$ cat src/rtl/ahb_sram_slave_if.sv
// AHB-Lite signal bundle between a bus master and the SRAM responder.
interface ahb_sram_slave_if;
  logic        HSEL;
  logic [31:0] HADDR;
  logic [1:0]  HTRANS;
  logic        HWRITE;
  logic [2:0]  HSIZE;
  logic [31:0] HWDATA;
  logic        HREADY;
  logic [31:0] HRDATA;
  logic        HREADYOUT;
  logic [1:0]  HRESP;

  modport master (
    output HSEL, HADDR, HTRANS, HWRITE, HSIZE, HWDATA, HREADY,
    input  HRDATA, HREADYOUT, HRESP
  );

  modport slave (
    input  HSEL, HADDR, HTRANS, HWRITE, HSIZE, HWDATA, HREADY,
    output HRDATA, HREADYOUT, HRESP
  );
endinterface

$ cat src/rtl/ahb_sram_slave.sv
// AHB-Lite responder in front of a single-port synchronous SRAM macro.
// Reads are issued in the address phase, writes in the final data cycle;
// a read that lands on a write's final cycle is deferred by one cycle.
//
// state   | meaning
// S_IDLE  | no data phase in progress
// S_WAIT  | inserted wait cycle, cnt_q counts down to the final cycle
// S_DATA  | final data-phase cycle (HREADYOUT high); writes hit the SRAM here
// S_DEFER | read lost the SRAM port to a write; read is issued now
// S_ERR1  | first ERROR cycle (HREADYOUT low)
// S_ERR2  | second ERROR cycle (HREADYOUT high)
module ahb_sram_slave #(
  parameter int ADDR_W      = 10,
  parameter int WAIT_STATES = 0
) (
  input  logic              HCLK,
  input  logic              HRESET,
  ahb_sram_slave_if.slave   bus,
  output logic              sram_cen,
  output logic              sram_wen,
  output logic [3:0]        sram_ben,
  output logic [ADDR_W-3:0] sram_addr,
  output logic [31:0]       sram_din,
  input  logic [31:0]       sram_dout
);

  typedef enum logic [2:0] {S_IDLE, S_WAIT, S_DATA, S_DEFER, S_ERR1, S_ERR2} state_t;

  state_t            state_q, state_d;
  state_t            after_issue;
  logic [3:0]        cnt_q, cnt_d;
  logic [ADDR_W-1:0] addr_q;
  logic              write_q;
  logic [1:0]        size_q;

  logic can_accept, accept, addr_err, collide;
  logic unused_htrans0;

  function automatic logic [3:0] lane_mask(input logic [1:0] a, input logic [1:0] sz);
    case (sz)
      2'd0:    lane_mask = 4'b0001 << a;
      2'd1:    lane_mask = a[1] ? 4'b1100 : 4'b0011;
      default: lane_mask = 4'b1111;
    endcase
  endfunction

  // SEQ and NONSEQ are handled identically, so only HTRANS[1] matters.
  assign unused_htrans0 = bus.HTRANS[0];

  assign can_accept  = (state_q == S_IDLE) || (state_q == S_DATA) || (state_q == S_ERR2);
  assign accept      = can_accept && bus.HSEL && bus.HREADY && bus.HTRANS[1];
  assign addr_err    = (bus.HADDR[31:ADDR_W] != '0) || (bus.HSIZE > 3'd2) ||
                       (bus.HSIZE == 3'd1 && bus.HADDR[0]) ||
                       (bus.HSIZE == 3'd2 && bus.HADDR[1:0] != 2'b00);
  assign collide     = (state_q == S_DATA) && write_q && !bus.HWRITE;
  assign after_issue = (WAIT_STATES > 0) ? S_WAIT : S_DATA;

  // Next-state and wait-counter logic.
  always_comb begin
    state_d = state_q;
    cnt_d   = cnt_q;
    case (state_q)
      S_WAIT: begin
        cnt_d = cnt_q - 4'd1;
        if (cnt_q == 4'd1) state_d = S_DATA;
      end
      S_DEFER: begin
        state_d = after_issue;
        cnt_d   = 4'(WAIT_STATES);
      end
      S_ERR1: state_d = S_ERR2;
      default: begin
        if (accept) begin
          if (addr_err) begin
            state_d = S_ERR1;
          end else if (collide) begin
            state_d = S_DEFER;
          end else begin
            state_d = after_issue;
            cnt_d   = 4'(WAIT_STATES);
          end
        end else begin
          state_d = S_IDLE;
        end
      end
    endcase
  end

  // State register and address-phase capture; reset drops any pending write.
  always_ff @(posedge HCLK) begin
    if (HRESET) begin
      state_q <= S_IDLE;
      cnt_q   <= '0;
      addr_q  <= '0;
      write_q <= 1'b0;
      size_q  <= '0;
    end else begin
      state_q <= state_d;
      cnt_q   <= cnt_d;
      if (accept) begin
        addr_q  <= bus.HADDR[ADDR_W-1:0];
        write_q <= bus.HWRITE;
        size_q  <= bus.HSIZE[1:0];
      end
    end
  end

  // Bus response and SRAM port drive; a write in its final cycle owns the port.
  always_comb begin
    bus.HREADYOUT = !(state_q inside {S_WAIT, S_DEFER, S_ERR1});
    bus.HRESP     = (state_q == S_ERR1 || state_q == S_ERR2) ? 2'b01 : 2'b00;
    bus.HRDATA    = (!HRESET && state_q == S_DATA && !write_q) ? sram_dout : 32'h0;
    sram_cen      = 1'b1;
    sram_wen      = 1'b1;
    sram_ben      = 4'b0000;
    sram_addr     = '0;
    sram_din      = 32'h0;
    if (!HRESET) begin
      if (state_q == S_DATA && write_q) begin
        sram_cen  = 1'b0;
        sram_wen  = 1'b0;
        sram_ben  = lane_mask(addr_q[1:0], size_q);
        sram_addr = addr_q[ADDR_W-1:2];
        sram_din  = bus.HWDATA;
      end else if (state_q == S_DEFER) begin
        sram_cen  = 1'b0;
        sram_ben  = 4'b1111;
        sram_addr = addr_q[ADDR_W-1:2];
      end else if (accept && !bus.HWRITE && !addr_err) begin
        sram_cen  = 1'b0;
        sram_ben  = 4'b1111;
        sram_addr = bus.HADDR[ADDR_W-1:2];
      end
    end
  end

endmodule
$ cat src/flat_wrapper.sv
// flat-port wrapper written by rule: the top's interface ports become plain ports
module ahb_sram_slave_flat 
#(
  parameter int ADDR_W      = 10,
  parameter int WAIT_STATES = 0
)
  (HCLK, HRESET, sram_cen, sram_wen, sram_ben, sram_addr, sram_din, sram_dout, bus_HSEL, bus_HADDR, bus_HTRANS, bus_HWRITE, bus_HSIZE, bus_HWDATA, bus_HREADY, bus_HRDATA, bus_HREADYOUT, bus_HRESP);
  ahb_sram_slave_if bus_i ();
  input  logic HCLK;
  input  logic HRESET;
  output logic sram_cen;
  output logic sram_wen;
  output logic [3:0] sram_ben;
  output logic [ADDR_W-3:0] sram_addr;
  output logic [31:0] sram_din;
  input  logic [31:0] sram_dout;
  input wire logic [$bits(bus_i.HSEL)-1:0] bus_HSEL;
  input wire logic [$bits(bus_i.HADDR)-1:0] bus_HADDR;
  input wire logic [$bits(bus_i.HTRANS)-1:0] bus_HTRANS;
  input wire logic [$bits(bus_i.HWRITE)-1:0] bus_HWRITE;
  input wire logic [$bits(bus_i.HSIZE)-1:0] bus_HSIZE;
  input wire logic [$bits(bus_i.HWDATA)-1:0] bus_HWDATA;
  input wire logic [$bits(bus_i.HREADY)-1:0] bus_HREADY;
  output wire logic [$bits(bus_i.HRDATA)-1:0] bus_HRDATA;
  output wire logic [$bits(bus_i.HREADYOUT)-1:0] bus_HREADYOUT;
  output wire logic [$bits(bus_i.HRESP)-1:0] bus_HRESP;
  assign bus_i.HSEL = bus_HSEL;
  assign bus_i.HADDR = bus_HADDR;
  assign bus_i.HTRANS = bus_HTRANS;
  assign bus_i.HWRITE = bus_HWRITE;
  assign bus_i.HSIZE = bus_HSIZE;
  assign bus_i.HWDATA = bus_HWDATA;
  assign bus_i.HREADY = bus_HREADY;
  assign bus_HRDATA = bus_i.HRDATA;
  assign bus_HREADYOUT = bus_i.HREADYOUT;
  assign bus_HRESP = bus_i.HRESP;
  ahb_sram_slave #(.ADDR_W(ADDR_W), .WAIT_STATES(WAIT_STATES)) u_core (.HCLK(HCLK), .HRESET(HRESET), .bus(bus_i), .sram_cen(sram_cen), .sram_wen(sram_wen), .sram_ben(sram_ben), .sram_addr(sram_addr), .sram_din(sram_din), .sram_dout(sram_dout));
endmodule
$ cat config.mk
export PLATFORM = sky130hd
export DESIGN_NAME = ahb_sram_slave_flat
export DESIGN_NICKNAME = d
export VERILOG_FILES = /design/src/rtl/ahb_sram_slave_if.sv /design/src/rtl/ahb_sram_slave.sv /design/src/flat_wrapper.sv
export SDC_FILE = /design/constraint.sdc
export NUM_CORES = 1
export LEC_CHECK = 0
export ABC_CLOCK_PERIOD_IN_PS = 1850
export BUFFER_PORTS_ARGS = -buffer_cell sky130_fd_sc_hd__clkbuf_2
export CAP_MARGIN = 20
export CORE_UTILIZATION = 31
export DETAILED_ROUTE_END_ITERATION = 8
export PLACE_DENSITY_LB_ADDON = 0.1
export RECOVER_POWER = 100
export SYNTH_ARGS = -nofsm -noshare
export SYNTH_HDL_FRONTEND = slang
export SYNTH_SLANG_ARGS = --single-unit
$ cat constraint.sdc
create_clock -name HCLK -period 1.85 [get_ports HCLK]
set_input_delay 0.37 -clock HCLK [delete_from_list [all_inputs] [get_ports HCLK]]
set_output_delay 0.37 -clock HCLK [all_outputs]
set_load 0.05 [all_outputs]
==> results of run 1 <==
[cells in the mapped netlist, types with 3 or more instances]
master and number:
nor3_1 5, nor4_1 6, nand2b_1 4, nor2_1 20, nor3_2 8, o21ai_0 3, clkbuf_1 11, dfxtp_1 20
mux2i_1 21, inv_1 6, and2_1 65
[logic make-up after synthesis]
group	after synthesis
AOI/OAI and AO/OA	23
adders and majority gates	2
buffers and inverters	21
DFF	20
muxes	21
other	1
and+or+nand+nor	124
[metrics by stage]
stage	cells	instance area, um^2	TNS (ns)
after floorplan	212	1860	-5.86
after global placement	475	3140	-15.70
after detailed placement	475	3140	-17.70
after CTS	494	4950	-26.65
[repair_timing]
item / in CTS
setup buffers: 9
pin swaps: 68
setup endpoints to repair: 79
gates cloned: 7
resized for setup: 291
==> run_results.csv, run 1 <==
group,metric,value,unit
status,status,"did not finish",
status,failing_step,"global routing",
status,first-error,"[ERROR DPL-0033] detailed placement checks failed during check placement.",
synthesis,syn_avg_cell_area,7.99,um^2
synthesis,synth_cells,212,
timing,worst-ep-kind,"primary output",
place,globalplace.congestion,0.820,
place,io_buffer_count,184,
cts,cts_buffer_depth,2,
global_route,antenna_found_initial,0,
cts,cts_buffers,3,
synthesis,synth-adder-area-share,1.48,%
synthesis,synth_area,0.00169,mm^2
cts,cts_hold_buf,0,
place,dpl.hpwl,4740,um
synthesis,synth_compound_area_share,11.2,%
synthesis,synth_top_family_by_area,"simple AND/OR/NAND/NOR gates",
floorplanning,die_h,75.9,um
synthesis,postSynthNetCount,320,
synthesis,synth_flop_cell,"dfxtp_1",
synthesis,ys_seq_area_share,23.6,%
timing,worstEndpointGrtRepair,"sram_ben[2]",
synthesis,synth_warnings,0,
floorplanning,boundaryPins,187,
cts,htree_levels,1,
floorplanning,start_util,32.8,%
floorplanning,die_width,75.9,um
synthesis,synth-seq-cells,20,
synthesis,yosys.area_share.simple,45.2,%
cts,cts_sinks,20,
synthesis,synth_xor_area_share,0,%
cts,cts_root_buffer,"clkbuf_8",
synthesis,async_flop_share,0,%
global_route,grt_max_degree,22,
synthesis,synthDistinctLibCells,43,
synthesis,synth_edf_count,0,
synthesis,synth_top_area_cell,"and2_1",
place,dp_slack,-0.603,ns
synthesis,yosys.area.top_type_share,24.0,%
synthesis,synthMuxAreaShare,12.4,%
floorplanning,rows,26,
synthesis,ys_top_cells_by_area,"and2_1 (24%), dfxtp_1 (24%), mux2i_1 (12%)",
==> inputs of run 2 (changes only) <==
- ABC_CLOCK_PERIOD_IN_PS: 1850 -> 2410
- CORE_AREA: not set -> 2 2 73 75
- CORE_UTILIZATION: 31 -> not set
- DIE_AREA: not set -> 0 0 75 77
- PLACE_DENSITY_LB_ADDON: 0.1 -> 0.15
- clock period: 1.85 -> 2.41 ns (I/O delays scaled with it)
==> run 2 against run 1 <==
  * The flow now finishes, with violations (negative setup slack)
  * Area after synthesis stayed put
  * Synthesized cell count stayed put
==> run_results.csv, run 2 <==
group,metric,value,unit
status,status,"finished with violations",
status,violations,"negative setup slack",
cts,clk_latency,0.26,ns
timing,hold_viol,0,
cts,cts_buffers,3,
timing,rsz0062_at_grt,"true",
synthesis,synthDistinctLibCells,43,
critical_path,cpMaxStageDelayCell,"o41a_4",
timing,worst_slack,-0.199,ns
global_route,antenna_found_initial,0,
final_layout,fin_util,72.9,%
final_layout,fin_area,0.00363,mm^2
routing,drt_iter0_drc,92,
cts,cts.clk_slew.worst_paths,0.07,ns
critical_path,rr_worst_depth,5,
timing,tightest_slew,1.09,ns
synthesis,synth_common_cells,"and2_1 (65), mux2i_1 (21), dfxtp_1 (20), nor2_1 (20), clkbuf_1 (11)",
timing,finClkSkew,0.00412,ns
place,dpl.hpwl,5130,um
routing,drt_wl_total,6940,um
routing,firstDrtPassIters,4,
hold_path,min_path_type,"primary input to flip-flop",
final_layout,fillCellCount,363,
global_route,grt_pass1_vias,2077,
power_and_ir_drop,p_seq_share,40.5,%
final_layout,largest_reg_flops,10,
synthesis,synth_edf_count,0,
power_and_ir_drop,leakage,1.76,nW
final_layout,layout_common_cells,"clkbuf_2 (104), and2_1 (65), clkbuf_4 (40)",
global_route,grt_max_degree,34,
final_layout,final_nets,513,
final_layout,drive_gt1_share,56.7,%
timing,tns,-2.12,ns
hold_path,min_from,"bus_HADDR[4]",
global_route,use_met3,8.02,%
synthesis,synth_warnings,0,
power_and_ir_drop,power_density,244,mW/mm^2
power_and_ir_drop,power_switching,262,uW
synthesis,yosys.area.top_type_share,24.0,%
routing,postRouteAntennaNets,0,
global_route,grt-ovfl-total,0,
floorplanning,die_h,77,um
timing,fmaxAchievable,383,MHz
power_and_ir_drop,internal_power,623,uW
timing,fin_crit,2.61,ns
floorplanning,rows,26,
floorplanning,die_width,75,um
synthesis,ys_seq_area_share,23.6,%
timing,final_max_slew_viol_count,0,
timing,setup_viol,13,
power_and_ir_drop,finalPower,885,uW
critical_path,r2r_setup_slack,0.23,ns
global_route,use_met1,25.9,%
critical_path,path_class,"flip-flop to output pin",
place,globalplace.congestion,0.791,
final_layout,syn2layout_area_growth,114,%
floorplanning,boundaryPins,187,
synthesis,synth_area,0.00169,mm^2
synthesis,ys_top_cells_by_area,"and2_1 (24%), dfxtp_1 (24%), mux2i_1 (12%)",
synthesis,synth_most_common_cell,"and2_1",
critical_path,r2r-start,"u_core.state_q[2]",
critical_path,endpoint,"sram_addr[0]",
routing,viasPerCell,4.60,
cts,cts_buffer_depth,2,
global_route,track_usage,22.7,%
cts,cts_sinks,20,
global_route,met2_usage,39.2,%
power_and_ir_drop,ir_drop,0.000179,V
critical_path,cp_max_fo,6,
critical_path,path_cells,"nor2b_1 -> a211o_1 -> o41a_4 -> buf_12 -> nor3_4 -> buf_8",
final_layout,top_register,"u_core.addr_q",
power_and_ir_drop,comb_power_share,31.0,%
cts,htree_levels,1,
global_route,grt.busiest_layer,"met2",
place,place_area,0.00325,mm^2
synthesis,async_flop_share,0,%
critical_path,cp_data_required_time,1.93,ns
synthesis,synth_top_area_cell,"and2_1",
flow_run,cap_viol_max_count,0,
synthesis,synth-seq-cells,20,
timing,maxSlewHeadroom,27.4,%
floorplanning,start_util,34.0,%
floorplanning,die-area,0.00578,mm^2
final_layout,reg.largest.list,"u_core.addr_q: 10 flops, u_core.cnt_q: 4 flops, u_core.state_q: 3 flops",
cts,cts_tree,"built",
global_route,grt_pass1_wl,10200,um
floorplanning,core-area,0.00498,mm^2
power_and_ir_drop,p_clk_share,28.5,%
power_and_ir_drop,swShare,29.6,%
place,io_buffer_count,184,
critical_path,rr_endpoint,"u_core.cnt_q[1]",
critical_path,cp-start-kind,"flip-flop",
routing,drcViolationCount,0,
final_layout,diodes,0,
synthesis,postSynthNetCount,320,
timing,period_share,108,%
cts,cts_root_buffer,"clkbuf_8",
synthesis,synth_cells,212,
synthesis,syn_avg_cell_area,7.99,um^2
synthesis,synth_flop_cell,"dfxtp_1",
final_layout,layout_commonest_cell,"clkbuf_2",
routing,wire_per_inst,14.6,um
critical_path,worstPathArrival,2.13,ns
critical_path,startpoint,"u_core.state_q[2]",
routing,via_count,2182,
critical_path,crit_path_max_incr_delay,0.56,ns
critical_path,end_kind,"output pin",
run 2: cell counts after synthesis:
Identical to the previous run, type by type.
run 2: cell type report:
cell class | count | area (um^2) | area share (%)
clock buffer | 4 | 55.1 | 1.52
sequential | 20 | 402 | 11.1
multi-input combinational | 172 | 1380 | 38.1
inverter | 6 | 22.5 | 0.621
timing repair buffer | 202 | 1680 | 46.3
tap | 70 | 87.6 | 2.41
run 2: cells by family after synthesis:
family / count (synthesis) / share of synthesized area, %
compound gates: 23 / 11.2
fa+ha+maj: 2 / 1.48
buf+inv: 21 / 5.83
flops: 20 / 23.6
mux: 21 / 12.4
other cells: 1 / 0.221
simple gates: 124 / 45.2
run 2: timing repair:
item | CTS | global route
gates resized for setup | 28 | 107
endpoints found under the hold margin | 0 | 0
setup buffers | 1 | 0
pin swaps | 3 | 5
hold buffers | 0 | 0
setup endpoints to repair | 13 | 66
gates cloned | 1 | 1
run 2: how the worst min path moves through the flow:
stage	to	slack, ns	cells after the start
6_report	u_core.addr_q[4]	0.48	3
5_1_grt	u_core.addr_q[4]	0.51	3
4_1_cts	u_core.addr_q[4]	0.47	3
3_5_place_dp	u_core.addr_q[3]	0.49	2
3_3_place_gp	u_core.addr_q[5]	0.47	2
2_1_floorplan	u_core.addr_q[2]	0.46	2
run 2: routing by layer:
layer	vias up	wire (um)	share of wire [%]
li1	1100	-	-
met1	997	2530	37
met2	83	3780	54
met3	2	609	8.8
met4	0	15	0.22
met5	-	0	0
run 2: worst max-delay path: cells and delay by family, from the launching register on:
family                 cells  cell delay [ns]
buffers and inverters      2             0.34
DFF                        1             0.36
AOI/OAI and AO/OA          2             0.90
and+or+nand+nor            2             0.27
run 2: per-stage QoR:
step           worst slack [ns]  std cells  hold slack [ns]
2_1_floorplan            -0.201        212            0.463
3_3_place_gp             -0.320        467            0.475
3_5_place_dp             -0.307        467            0.491
4_1_cts                  -0.187        473            0.473
5_1_grt                  -0.291        474            0.506
6_report                 -0.199        474            0.476
run 2: power by group through the flow:
stage	logic, mW	clock network [mW]	registers [mW]
2_1_floorplan	0.131	0	0.364
3_3_place_gp	0.251	0	0.364
3_5_place_dp	0.255	0	0.365
4_1_cts	0.260	0.261	0.358
5_1_grt	0.298	0.270	0.360
6_report	0.274	0.253	0.358
Note: power is estimated with default switching activity, not from simulation.
==> inputs of run 3 (changes only) <==
- PLACE_DENSITY: not set -> 0.8
- PLACE_DENSITY_LB_ADDON: 0.15 -> not set
- SKIP_LAST_GASP: not set -> 1
==> run 3 against run 2 <==
  * The flow still finishes with violations (negative setup slack)
  * Combinational power hardly changed
  * Hold slack better by 0.0076 ns
  * Clock-buffer cell count is the same
  * Largest power group unchanged
  * Register-to-register slack better by 0.03 ns
  * Non-clock buffer count rose by 3
==> run_results.csv, run 3 (synthesis gave the netlist of run 2 again) <==
group,metric,value,unit
status,status,"finished with violations",
status,violations,"negative setup slack",
timing,fin_crit,2.67,ns
routing,drcViolationCount,0,
timing,tightest_slew,1.12,ns
cts,cts_sinks,20,
critical_path,path_class,"primary input to output pin",
global_route,grt_max_degree,33,
cts,clk_latency,0.26,ns
final_layout,syn2layout_area_growth,109,%
cts,cts_root_buffer,"clkbuf_8",
cts,cts_buffer_depth,2,
critical_path,cp_data_required_time,1.93,ns
critical_path,path_cells,"clkbuf_2 -> nor4_2 -> nand4_1 -> o41a_4 -> buf_12 -> or2_4 -> buf_8",
timing,final_max_slew_viol_count,0,
final_layout,seqCellArea,400,um^2
timing,finClkSkew,0.00296,ns
critical_path,cpMaxStageDelayCell,"o41a_4",
routing,firstDrtPassIters,4,
final_layout,largest_reg_flops,10,
routing,drt_iter0_drc,85,
power_and_ir_drop,power_density,253,mW/mm^2
final_layout,fin_cells,476,
critical_path,end_kind,"output pin",
floorplanning,die-area,0.00578,mm^2
critical_path,crit_path_max_incr_delay,0.58,ns
cts,cts_buffers,3,
routing,via_count,2240,
final_layout,multi_input_area,0.00135,mm^2
cts,cts.clk_slew.worst_paths,0.07,ns
power_and_ir_drop,ir_drop,0.000220,V
critical_path,cp_max_fo,5,
timing,hold_viol,0,
timing,maxSlewHeadroom,25.1,%
global_route,grt_pass1_vias,2190,
timing,hold_ws,0.484,ns
timing,worst_slack,-0.264,ns
final_layout,top_register,"u_core.addr_q",
timing,setup_viol,13,
routing,drt_wl_total,7380,um
routing,postRouteAntennaNets,0,
floorplanning,rows,26,
global_route,grt_pass1_wl,10600,um
routing,wire_per_inst,15.5,um
timing,rsz0062_at_grt,"true",
global_route,grt-ovfl-total,0,
floorplanning,start_util,34.0,%
floorplanning,boundaryPins,187,
hold_path,min_path_type,"primary input to flip-flop",
power_and_ir_drop,leakage,1.76,nW
critical_path,rr_worst_depth,5,
final_layout,fillCellCount,387,
routing,viasPerCell,4.71,
floorplanning,die_h,77,um
timing,tns,-2.69,ns
final_layout,final_nets,515,
global_route,track_usage,23.8,%
floorplanning,die_width,75,um
global_route,antenna_found_initial,0,
flow_run,cap_viol_max_count,0,
final_layout,diodes,0,
final_layout,layout_commonest_cell,"clkbuf_2",
hold_path,hold_depth,3,
final_layout,layout_common_cells,"clkbuf_2 (107), and2_1 (60), clkbuf_4 (28)",
place,globalplace.congestion,0.833,
place,io_buffer_count,184,
timing,period_share,111,%
timing,fmaxAchievable,374,MHz
place,dp_slack,-0.316,ns
place,placedCellCount,466,
final_layout,drive_gt1_share,57.4,%
final_layout,reg.largest.list,"u_core.addr_q: 10 flops, u_core.cnt_q: 4 flops, u_core.state_q: 3 flops",
cts,htree_levels,1,
critical_path,cp-start-kind,"primary input",
critical_path,worstPathArrival,2.19,ns
place,dpl.hpwl,5500,um
cts,cts_tree,"built",
floorplanning,core-area,0.00498,mm^2
[run 3: cell type report]
class                           instances  share of cell area [%]
Clock buffer                            4                    1.55
Inverter                                6                   0.636
Multi-Input combinational cell        171                    38.0
Sequential cell                        20                    11.3
Tap cell                               70                    2.47
Timing Repair Buffer                  205                    46.1
[run 3: path summary, 6_finish.rpt]
path	from	to	slack, ns
worst min register to register	u_core.addr_q[9]	u_core.addr_q[9]	0.53
worst max-delay path	bus_HADDR[16]	sram_cen	-0.26
worst min-delay path	bus_HADDR[3]	u_core.addr_q[3]	0.48
worst max register to register	u_core.state_q[2]	u_core.cnt_q[1]	0.26
[run 3: repair_timing]
item / CTS / global route
endpoints found under the setup margin: 33 / 76
gates cloned: 0 / 2
endpoints found under the hold margin: 0 / 0
pin swaps: 5 / 4
resized for setup: 42 / 95
hold buffers: 0 / 0
setup buffers: 2 / 2
[run 3: worst max-delay path, delay by kind of cell]
kind	cells	cell delay [ns]
AND/OR/NAND/NOR	3	0.73
AO/OA/AOI/OAI	1	0.58
buffers and inverters	3	0.40
[run 3: stage by stage]
step	utilization, %	power, mW	cell area (um^2)
4_1_cts	68.0	0.882	3380
6_report	71.2	0.895	3540
3_5_place_dp	63.4	0.622	3160
2_1_floorplan	-	0.494	1800
5_1_grt	71.2	0.938	3540
3_3_place_gp	63.4	0.614	3160
[run 3: layer usage]
metal | global-route usage [%] | vias to the layer above | share of wire [%]
li1 | - | 1100 | -
met1 | 28.2 | 1013 | 38
met2 | 40.7 | 119 | 51
met3 | 9.59 | 8 | 10
met4 | 3.21 | 0 | 0.95
met5 | 0 | - | 0
[run 3: where the power goes]
part / internal [mW] / total [mW] / switching (mW)
combinational: 0.130 / 0.274 / 0.144
clock: 0.146 / 0.264 / 0.118
sequential: 0.346 / 0.358 / 0.0116
total: 0.622 / 0.895 / 0.274
